`src/rtl/bus_pkg.sv`:
```
// Shared types for the bus-merging blocks: arbitration mode selector.
package bus_pkg;

    typedef enum logic {
        ARB_RR    = 1'b0,
        ARB_FIXED = 1'b1
    } arb_mode_e;

endpackage

```
`src/rtl/rr_pick.sv`:
```
// Combinational request picker: first set request at or above a start index, with wrap,
// or lowest set request when in fixed-priority mode.
module rr_pick
    import bus_pkg::*;
#(
    parameter int NUM_CH = 4,
    localparam int CH_W  = $clog2(NUM_CH)
) (
    input  logic [NUM_CH-1:0] req,
    input  logic [CH_W-1:0]   start,
    input  arb_mode_e         mode,
    output logic [CH_W-1:0]   grant,
    output logic              grant_valid
);

    logic [CH_W-1:0]     base;
    logic [2*NUM_CH-1:0] dbl;
    logic [2*NUM_CH-1:0] masked;

    // The upper copy of the requests is left unmasked, so channels below the
    // start index are still found there after the lower copy is exhausted.
    always_comb begin
        base        = (mode == ARB_FIXED) ? '0 : start;
        dbl         = {req, req};
        masked      = dbl;
        grant       = '0;
        grant_valid = 1'b0;
        for (int i = 0; i < NUM_CH; i++) begin
            if (i < int'(base)) masked[i] = 1'b0;
        end
        for (int i = 2*NUM_CH-1; i >= 0; i--) begin
            if (masked[i]) begin
                grant_valid = 1'b1;
                grant       = CH_W'((i >= NUM_CH) ? (i - NUM_CH) : i);
            end
        end
    end

endmodule

```
`src/rtl/rr_arb_mux.sv`:
```
// N-channel arbitrating multiplexer with one registered output slot; each output
// word carries the index of the channel it came from.
module rr_arb_mux
    import bus_pkg::*;
#(
    parameter int NUM_CH = 4,
    parameter int WIDTH  = 32,
    localparam int CH_W  = $clog2(NUM_CH)
) (
    input  logic                     clk_i,
    input  logic                     rst_i,
    input  logic [NUM_CH-1:0]        valid_i,
    input  logic [NUM_CH*WIDTH-1:0]  data_i,
    output logic [NUM_CH-1:0]        ready_o,
    input  arb_mode_e                mode_i,
    output logic                     valid_o,
    output logic [WIDTH-1:0]         data_o,
    output logic [CH_W-1:0]          ch_o,
    input  logic                     ready_i
);

    // Handshake: a word moves across an interface at a rising edge where both
    // valid and ready are 1. Senders hold valid and payload until that edge;
    // ready may depend combinationally on valid (and ready_o on ready_i).

    logic [CH_W-1:0] last_q;
    logic [CH_W-1:0] start;
    logic [CH_W-1:0] grant;
    logic            grant_valid;
    logic            load;
    logic            take;

    assign start = (last_q == CH_W'(NUM_CH-1)) ? '0 : last_q + CH_W'(1);

    rr_pick #(.NUM_CH(NUM_CH)) u_pick (
        .req         (valid_i),
        .start       (start),
        .mode        (mode_i),
        .grant       (grant),
        .grant_valid (grant_valid)
    );

    // The slot can take a word when empty or when its current word leaves this edge.
    assign load    = !valid_o || ready_i;
    assign take    = load && grant_valid && !rst_i;
    assign ready_o = take ? (NUM_CH'(1) << grant) : '0;

    always_ff @(posedge clk_i) begin
        if (rst_i) begin
            valid_o <= 1'b0;
            data_o  <= '0;
            ch_o    <= '0;
            last_q  <= CH_W'(NUM_CH-1);
        end else if (take) begin
            valid_o <= 1'b1;
            data_o  <= data_i[grant*WIDTH +: WIDTH];
            ch_o    <= grant;
            last_q  <= grant;
        end else if (ready_i) begin
            valid_o <= 1'b0;
        end
    end

endmodule

```
`config.mk`:
```
export PLATFORM = sky130hd
export DESIGN_NAME = rr_arb_mux
export DESIGN_NICKNAME = d
export VERILOG_FILES = /design/src/rtl/bus_pkg.sv /design/src/rtl/rr_pick.sv /design/src/rtl/rr_arb_mux.sv
export SDC_FILE = /design/constraint.sdc
export NUM_CORES = 1
export LEC_CHECK = 0
export BUFFER_PORTS_ARGS = -buffer_cell sky130_fd_sc_hd__buf_2
export CAP_MARGIN = 20
export CORE_ASPECT_RATIO = 1.2
export CORE_MARGIN = 4
export CORE_UTILIZATION = 38
export DETAILED_ROUTE_END_ITERATION = 6
export GPL_ROUTABILITY_DRIVEN = 0
export GPL_TIMING_DRIVEN = 0
export HOLD_SLACK_MARGIN = 0.1
export PLACE_DENSITY = 0.81
export SLEW_MARGIN = 25
export SYNTH_ARGS = -nofsm -noshare
export SYNTH_HDL_FRONTEND = slang
export SYNTH_HIERARCHICAL = 1
export SYNTH_SLANG_ARGS = --single-unit
```
`constraint.sdc`:
```
create_clock -name clk_i -period 2.85 [get_ports clk_i]
set_input_delay 0.57 -clock clk_i [delete_from_list [all_inputs] [get_ports clk_i]]
set_output_delay 0.57 -clock clk_i [all_outputs]
set_load 0.02 [all_outputs]
```
==> reports/qor.yml, run 1 <==
cts:
  cts_buffers: 5
  htree_levels: 2
  clkSlewWorstSetupHoldPaths_ns: 0.07
  cts_hold_buf: 0
  cts_root_buf: "clkbuf_8"
  cts_tree: "built"
  clockBufferDepth: 2
  insertion_delay_ns: 0.28
  cts.sinks: 37
floorplan:
  core.rowCount: 29
  boundaryPins: 175
  dieArea_sq_mm: 0.00667
  core_area_sq_mm: 0.00526
  die_x_um: 75.2
  fp.dieH_um: 88.6
  start_util_pct: 39.1
sta:
  rsz0062_at_grt: "no"
  slew_headroom_pct: 57.5
  finalSetupTns_ns: 0
  finalHoldViolations: 0
  finalSetupViolCount: 0
  tightest_slew_ns: 0.634
  fin_worst_skew_ns: 0.00696
  slew_violations: 0
  period_share_pct: 94.7
  max_freq_ghz: 0.370
  fin_ws_ns: 0.151
  finalCriticalPeriod_ns: 2.70
placement:
  numPortBuffers: 174
  pre_cts_ws_ns: -0.0509
  placed_cells: 382
  hpwl_um: 5480
finish:
  finish.utilization_pct: 59.8
  fin_cells: 390
  drive_gt1_share_pct: 70.7
  diodes: 0
  area.growth.synth_to_final_pct: 52.7
  final_nets: 464
logic_synthesis:
  netlist_instances: 146
  avgSynthCellArea_sq_um: 14.1
  yosysTopAreaCell: "dfxtp_1"
  synth-main-ff-cell: "dfxtp_1"
  synth_compound_area_share_pct: 18.0
  synthDistinctLibCells: 23
  ys_seq_elements: 37
  synth_area_leaders: "dfxtp_1 36%, mux4_2 35%, a22o_1 14%"
  synthMuxAreaShare_pct: 35.0
  netlist.area_leader.share_pct: 36.0
  synth-edff-count: 0
  synth_top_family_by_area: "multiplexers"
  async_flop_share_pct: 0
  synth_area_sq_mm: 0.00206
  yosys.area_share.simple_pct: 4.74
  ys_warn_count: 6
  yosys.area_share.xor_xnor_pct: 0
  synthesis.nets: 283
  synth.most_common_cell: "dfxtp_1"
  synth_commonest_cells: "37 x dfxtp_1, 34 x a22o_1, 32 x mux4_2"
  synthAdderAreaFrac_pct: 0.608
  yosysSeqAreaShare_pct: 36.0
global_route:
  grt_pass1_vias: 2106
  grt_max_degree: 12
  grt_util_all_layers_pct: 19.0
  antenna_found_initial: 0
  grt_overflow: 0
  grt_first_pass_wirelength_um: 9740
detailed_routing:
  drt_iter0_drc: 81
  wl_per_cell_um: 16.9
  dr.pass1.iters: 5
  drtAntennaViolNets: 0
  avgViaCountPerCell: 5.31
  via_count: 2071
  drc_errors: 0
  drt-total-wl_um: 6600
outcome:
  status: "complete, no violations"
power_and_ir_drop:
  peakVddDrop_mv: 0.247
  p_leak_nw: 1.57
  power_density_mw_per_mm2: 515
  power.total_mw: 1.62
setup_path:
  regToRegEndpoint: "data_o[29]"
  crit_required_ns: 2.28
  worstPathArrival_ns: 2.13
  worstRegToRegCells: 9
  slowest_delay_ns: 0.36
  cp-end-kind: "primary output"
  crit_slowest_cell: "a2111oi_4"
  cp_max_fo: 11
  crit_chain: "ha_1 > nand3b_1 > nor3_1 > a2111oi_4 > buf_6 > nor3b_1 > buf_2"
  start_kind: "register"
  reg2reg_slack_ns: 0.25
  worstReg2RegStart: "last_q[0]"
  critPathKind: "reg -> out"
min_path:
  hp-start: "last_q[1]"
  hold_path_depth: 2
  min_to: "last_q[1]"
  worstHoldPathType: "reg -> reg"
job:
  maxCapViolCount: 0
[logic make-up after synthesis]
family	after synthesis
multiplexers	32
AND/OR/NAND/NOR	17
buffers and inverters	17
AO/OA/AOI/OAI	42
adder cells (fa/ha/maj)	1
flip-flops	37
[worst max-delay path by stage]
stage	start	endpoint	slack, ns	depth (start not counted)
after floorplan	last_q[0]	ready_o[2]	0.16	7
after global placement	mode_i	ready_o[2]	-0.04	7
after detailed placement	mode_i	ready_o[2]	-0.05	7
after CTS	last_q[0]	ready_o[1]	0.02	7
after global routing	last_q[0]	ready_o[2]	0.01	7
final	last_q[0]	ready_o[2]	0.15	7
[routing by layer]
metal | vias up | share of wire [%] | GRT usage, %
met5 | - | 0 | 0
met1 | 986 | 36 | 22.4
met4 | 0 | 1.6 | 6.36
met2 | 105 | 53 | 33.6
met3 | 8 | 9.7 | 4.43
li1 | 972 | - | -
[state kept, by name (all words and copies together) (netlist names)]
name	flops
valid_o	1
last_q	2
ch_o	2
data_o	32
[timing repair]
item                                    in CTS  in global routing
resized for setup                            2                  6
pin swaps                                    1                  2
endpoints found under the setup margin       4                  3
buffers inserted                             1                  0
[power by group]
part | switching, mW | internal [mW]
Combinational | 0.282 | 0.328
Clock | 0.179 | 0.219
Sequential | 0.0308 | 0.581
[critical path, delay by kind of cell (launching register included)]
kind / cells / cell delay (ns)
adder cells (fa/ha/maj): 1 / 0.34
AND/OR/NAND/NOR: 3 / 0.42
AO/OA/AOI/OAI: 1 / 0.36
flip-flops: 1 / 0.33
buffers and inverters: 2 / 0.39
[cells in the final DEF, fill, tap and decap left out]
cell type    n
clkinv_2     1
nor2_1       4
nand3b_1     2
a2111oi_4    1
a22o_1      34
nand2_1      3
buf_2      180
nor3b_1      1
o21a_1       1
clkbuf_8     7
buf_12       2
nor3_1       2
nor3b_2      2
a21oi_1      2
inv_1        3
clkbuf_1     1
buf_4        2
a2bb2oi_1    2
nand2b_1     2
ha_1         1
buf_6        3
dfxtp_1     37
a21oi_2      1
and3_1       1
mux4_2      32
a311oi_2     1
[through the flow]
step | cell area [sq um] | hold slack [ns]
2_1_floorplan | 2060 | 0.428
3_3_place_gp | 3010 | 0.440
3_5_place_dp | 3010 | 0.447
4_1_cts | 3130 | 0.457
5_1_grt | 3140 | 0.483
6_report | 3140 | 0.459
[cell type report]
class                      count  area, sq um
tap                           62         77.6
sequential                    37          741
inverter                       3         11.3
multi-input combinational     92         1220
fill                         450         2120
clock buffer                   7         96.3
clock inverter                 1         5.00
timing repair buffer         175          881
buffer                        13          113
No activity file was read; power rests on OpenSTA's default activity.
==> inputs of run 2 (changes only) <==
Settings changed: CORE_UTILIZATION 38 to 30, PLACE_DENSITY 0.81 to 0.66.
==> reports/qor.yml, run 2 (same netlist as run 1, synthesis figures left out) <==
cts:
  cts_root_buf: "clkbuf_8"
  insertion_delay_ns: 0.28  # about the same
  cts_buffers: 5  # unchanged
  htree_levels: 2  # unchanged
  cts_tree: "built"
  clkSlewWorstSetupHoldPaths_ns: 0.07  # about the same
  clockBufferDepth: 2  # unchanged
  cts.sinks: 37  # unchanged
floorplan:
  core.rowCount: 32  # +10%
  core_area_sq_mm: 0.00657  # +25%
  boundaryPins: 175  # unchanged
  fp.dieH_um: 98.8  # +11%
  dieArea_sq_mm: 0.00826  # +24%
  start_util_pct: 31.4  # -7.8 points
  die_x_um: 83.6  # +11%
placement:
  numPortBuffers: 174  # unchanged
  placed_cells: 405  # +6.0%
  pre_cts_ws_ns: 0.00262  # +0.0535 ns
  hpwl_um: 5510  # +0.53%
finish:
  largest_register_ffs: 32  # unchanged
  seqCellArea_sq_um: 741  # unchanged
  multi_input_area_sq_mm: 0.00121  # -0.41%
  diodes: 0  # unchanged
  drive_gt1_share_pct: 69.5  # -1.2 points
  final_nets: 464  # unchanged
  fin_cells: 413  # +5.9%
  layout_common_cells: "181 x buf_2, 37 x dfxtp_1, 34 x a22o_1, 32 x mux4_2, 5 x clkbuf_8"
  fillers: 655  # +46%
  top_register: "data_o"
  area.growth.synth_to_final_pct: 52.7  # unchanged
  top_regs: "data_o x32, ch_o x2, last_q x2"
  layout_commonest_cell: "buf_2"
power_and_ir_drop:
  p_leak_nw: 1.55  # -1.1%
  power_density_mw_per_mm2: 498  # -3.3%
  peakVddDrop_mv: 0.195  # -21%
detailed_routing:
  drt-total-wl_um: 6740  # +2.1%
  dr.pass1.iters: 4  # -1
  drtAntennaViolNets: 0  # unchanged
  via_count: 2051  # -0.97%
  drt_iter0_drc: 61  # -25%
  wl_per_cell_um: 16.3  # -3.6%
  drc_errors: 0  # unchanged
  avgViaCountPerCell: 4.97  # -6.5%
setup_path:
  cp-end-kind: "primary output"
  critPathLaunch: "last_q[0]"
  crit_chain: "ha_1 > nor2_1 > o21a_1 > a2111oi_4 > buf_6 > nor3b_1 > buf_2"
  slowest_delay_ns: 0.34  # -0.02 ns
  crit_required_ns: 2.28  # about the same
  worstPathArrival_ns: 2.13  # about the same
  crit_family: "compound AO/OA/AOI/OAI gates"
  worstRegToRegCells: 9  # unchanged
  regToRegEndpoint: "data_o[29]"
  reg2reg_slack_ns: 0.22  # -0.03 ns
  cp.depth: 7  # unchanged
  start_kind: "register"
  critPathKind: "reg -> out"
  cp_num_buf_inv: 2  # unchanged
  cp_max_fo: 11  # unchanged
  setup.worst_path.end: "ready_o[2]"
  crit_slowest_cell: "ha_1"
  worstReg2RegStart: "last_q[0]"
global_route:
  antenna_found_initial: 0  # unchanged
  grt_first_pass_wirelength_um: 10600  # +9.1%
  grt_overflow: 0  # unchanged
  grt_max_degree: 12  # unchanged
  grt_pass1_vias: 2214  # +5.1%
  grt_util_all_layers_pct: 15.9  # -3.1 points
job:
  maxCapViolCount: 0  # unchanged
sta:
  finalHoldViolations: 0  # unchanged
  finalCriticalPeriod_ns: 2.70  # +0.00192 ns
  period_share_pct: 94.8  # about the same
  tightest_slew_ns: 0.650  # +0.0161 ns
  slew_headroom_pct: 56.6  # -0.89 points
  fin_worst_skew_ns: 0.00550  # -0.00145 ns
  fin_ws_ns: 0.149  # -0.00192 ns
  slew_violations: 0  # unchanged
  rsz0062_at_grt: "yes"
  max_freq_ghz: 0.370  # about the same
  finalSetupViolCount: 0  # unchanged
min_path:
  hold_path_depth: 2  # unchanged
  worstHoldPathType: "reg -> reg"
outcome:
  status: "complete, no violations"
## run 2: cell types whose count changed in the layout (fill, tap and decap cells not counted), sizes merged
cell,change
clkbuf,+1
clkinv,-1
## run 2: through the flow
stage / instance area, sq um / power [mW] / TNS (ns) / hold WS (ns) / util [%]
detailed placement: 3040 / 1.23 / 0 / 0.450 / 46.2
global route: 3140 / 1.66 / -0.0247 / 0.488 / 47.9
global placement: 3040 / 1.22 / -0.0249 / 0.444 / 46.2
CTS: 3130 / 1.59 / 0 / 0.460 / 47.7
finish: 3140 / 1.57 / 0 / 0.453 / 47.9
floorplan: 2060 / 1.02 / 0 / 0.428 / -
## run 2: worst min path at each step
stage / from / end / slack [ns]
4_1_cts: last_q[1] / last_q[1] / 0.46
3_3_place_gp: last_q[1] / last_q[1] / 0.44
3_5_place_dp: last_q[1] / last_q[1] / 0.45
6_report: last_q[1] / last_q[1] / 0.45
2_1_floorplan: last_q[1] / last_q[1] / 0.43
5_1_grt: last_q[1] / last_q[1] / 0.49
## run 2: where the power goes
group	switching [mW]	leakage, nW	internal [mW]
Clock	0.169	0.0395	0.174
Combinational	0.285	1.21	0.327
Sequential	0.0309	0.307	0.582
## run 2: final cells by class
cell class | count | share of cell area [%]
Multi-Input combinational cell | 92 | 38.6
Clock buffer | 8 | 2.55
Timing Repair Buffer | 175 | 27.9
Buffer | 13 | 3.58
Tap cell | 85 | 3.38
Sequential cell | 37 | 23.6
Inverter | 3 | 0.358
## run 2: per-layer routing
| layer | vias up | track usage, % | part of all wire, % |
|---|---|---|---|
| li1 | 971 | - | - |
| met1 | 985 | 18.1 | 39 |
| met2 | 86 | 29.1 | 52 |
| met3 | 9 | 4.10 | 7.5 |
| met4 | 0 | 4.58 | 1.3 |
| met5 | - | 0 | 0 |
## run 2: tightest hold or removal path: cells and delay by family, from the launching register on
kind                   cells  cell delay [ns]
DFF                        1             0.32
buffers and inverters      1             0.05
AOI/OAI and AO/OA          1             0.04
## run 2: what timing repair did
| action | 4_1_cts | 5_1_grt |
|---|---|---|
| gates resized for setup | 2 | 4 |
| setup endpoints to repair | 4 | 3 |
| hold buffers | 0 | 0 |
| pin swaps | 1 | 0 |
| setup buffers | 1 | 0 |
==> inputs of run 3 (changes only) <==
Clock period 2.85 ns to 2.6 ns, I/O delays scaled along.
==> reports/qor.yml, run 3 (same netlist as run 1, synthesis figures left out) <==
setup_path:
  slowest_delay_ns: 0.39  # +0.05 ns
  worstReg2RegStart: "last_q[0]"
  reg2reg_slack_ns: 0.10  # -0.12 ns
  worstRegToRegCells: 9  # unchanged
  crit_slowest_cell: "a2111oi_4"
  cp_max_fo: 6  # -5
  crit_required_ns: 2.08  # -0.20 ns
  worstPathArrival_ns: 2.01  # -0.12 ns
  crit_chain: "ha_4 > nand2b_1 > a2111oi_4 > buf_4 > buf_8 > nor3b_2 > buf_4"
  regToRegEndpoint: "data_o[25]"
  cp-end-kind: "primary output"
  critPathKind: "reg -> out"
  crit_top_cell: "buf_4"
  crit_family: "buffers and inverters"
  cp_num_buf_inv: 3  # +1
  start_kind: "register"
floorplan:
  die_x_um: 83.6  # unchanged
  start_util_pct: 31.4  # unchanged
  fp.dieH_um: 98.8  # unchanged
  core.rowCount: 32  # unchanged
  boundaryPins: 175  # unchanged
  core_area_sq_mm: 0.00657  # unchanged
  dieArea_sq_mm: 0.00826  # unchanged
finish:
  top_register: "data_o"
  fin_cells: 418  # +1.2%
  final_nets: 469  # +1.1%
  layout_commonest_cell: "buf_2"
  largest_register_ffs: 32  # unchanged
  drive_gt1_share_pct: 72.4  # +2.9 points
  area.growth.synth_to_final_pct: 57.9
  layout_common_cells: "179 x buf_2, 36 x dfxtp_1, 34 x a22o_1, 32 x mux4_2, 8 x buf_4"
  multi_input_area_sq_mm: 0.00124  # +2.1%
  diodes: 0  # unchanged
  fillers: 641  # -2.1%
  top_regs: "data_o x32, ch_o x2, last_q x2"
  seqCellArea_sq_um: 744  # +0.51%
sta:
  rsz0062_at_grt: "yes"
  period_share_pct: 97.3
  slew_headroom_pct: 58.3  # +1.7 points
  finalHoldViolations: 0  # unchanged
  max_freq_ghz: 0.395
  finalSetupViolCount: 0  # unchanged
  tightest_slew_ns: 0.623  # -0.0276 ns
  fin_ws_ns: 0.0708  # -0.0778 ns
  slew_violations: 0  # unchanged
  finalCriticalPeriod_ns: 2.53
  fin_worst_skew_ns: 0.00324  # -0.00227 ns
cts:
  cts_tree: "built"
  clockBufferDepth: 2  # unchanged
  insertion_delay_ns: 0.28  # about the same
  htree_levels: 2  # unchanged
  cts_buffers: 5  # unchanged
  cts_hold_buf: 0  # unchanged
  cts.sinks: 37  # unchanged
  cts_root_buf: "clkbuf_8"
  clkSlewWorstSetupHoldPaths_ns: 0.07  # about the same
placement:
  hpwl_um: 5670  # +2.9%
  placed_cells: 405  # unchanged
  numPortBuffers: 174  # unchanged
  pre_cts_ws_ns: -0.154  # -0.157 ns
detailed_routing:
  wl_per_cell_um: 16.8  # +3.1%
  drt_iter0_drc: 54  # -11%
  drc_errors: 0  # unchanged
  drtAntennaViolNets: 0  # unchanged
  drt-total-wl_um: 7040  # +4.4%
  avgViaCountPerCell: 5.00  # +0.59%
  dr.pass1.iters: 4  # unchanged
  via_count: 2088  # +1.8%
min_path:
  min_to: "valid_o"
  worstHoldPathType: "in -> reg"
  hold_path_depth: 2  # unchanged
  hp-start: "rst_i"
global_route:
  antenna_found_initial: 0  # unchanged
  grt_overflow: 0  # unchanged
  grt_util_all_layers_pct: 16.5  # +0.60 points
  grt_first_pass_wirelength_um: 11000  # +4.0%
  grt_max_degree: 12  # unchanged
  grt_pass1_vias: 2389  # +7.9%
outcome:
  status: "complete, no violations"
power_and_ir_drop:
  power_density_mw_per_mm2: 543  # +8.9%
  seq_power_share_pct: 38.2  # -0.9 points
  switching_share_pct: 31.2  # +0.30 points
  p_clk_share_pct: 21.6  # -0.3 points
  share_comb_of_total_power_pct: 40.2  # +1.1 points
  switchingPower_uw: 551  # +14%
  peakVddDrop_mv: 0.257  # +32%
  p_leak_nw: 1.60  # +3.1%
  p_int_mw: 1.21  # +12%
job:
  maxCapViolCount: 0  # unchanged
[run 3: changes by cell type in the layout (fill, tap and decap cells not counted), moves of 2 or more]
cell and delta:
buf_4 +7, buf_6 -2, clkinv_2 +2, buf_2 -2
clkbuf_1 -3
[run 3: area by class of cell]
| class | count | area share (%) |
|---|---|---|
| repair buffers | 180 | 28.9 |
| flip-flops and latches | 37 | 22.9 |
| clock buffers | 6 | 2.23 |
| well taps | 85 | 3.27 |
| inverters | 3 | 0.346 |
| plain buffers | 13 | 3.96 |
| clock inverters | 2 | 0.308 |
| multi-input cells | 92 | 38.1 |
[run 3: through the flow]
stage,utilization [%],TNS [ns],area (sq um),hold WS (ns),total power [mW]
3_5_place_dp,46.3,-0.355,3040,0.456,1.35
3_3_place_gp,46.3,-0.342,3040,0.443,1.34
5_1_grt,49.5,-0.206,3250,0.453,1.87
2_1_floorplan,-,0,2060,0.428,1.12
4_1_cts,48.8,-0.0228,3210,0.443,1.77
6_report,49.5,0,3250,0.455,1.76
[run 3: worst max-delay path by stage]
| stage | endpoint | cells after the start | slack [ns] | startpoint |
|---|---|---|---|---|
| 2_1_floorplan | ready_o[1] | 6 | 0.11 | last_q[0] |
| 6_report | ready_o[2] | 7 | 0.07 | last_q[0] |
| 3_3_place_gp | ready_o[2] | 7 | -0.16 | mode_i |
| 4_1_cts | ready_o[2] | 8 | -0.02 | last_q[0] |
| 3_5_place_dp | ready_o[2] | 7 | -0.15 | mode_i |
| 5_1_grt | ready_o[2] | 8 | -0.06 | last_q[0] |
[run 3: metal layers]
metal | vias up | routed length (um) | GRT usage [%] | share of wire (%)
met5 | - | 0 | 0 | 0
met4 | 0 | 68 | 4.33 | 0.97
met1 | 1017 | 2630 | 17.7 | 37
li1 | 983 | - | - | -
met3 | 4 | 494 | 4.60 | 7.0
met2 | 84 | 3850 | 31.4 | 55
[run 3: timing repair]
item	in CTS	in global routing
pin swaps	3	3
gates cloned	0	1
setup buffers	3	2
endpoints found under the setup margin	4	24
gates resized for setup	14	2
[run 3: power by group through the flow]
stage | Combinational [mW] | Sequential (mW) | Clock [mW]
2_1_floorplan | 0.351 | 0.764 | 0
3_3_place_gp | 0.655 | 0.682 | 0
3_5_place_dp | 0.670 | 0.684 | 0
4_1_cts | 0.700 | 0.674 | 0.396
5_1_grt | 0.767 | 0.683 | 0.420
6_report | 0.709 | 0.673 | 0.382
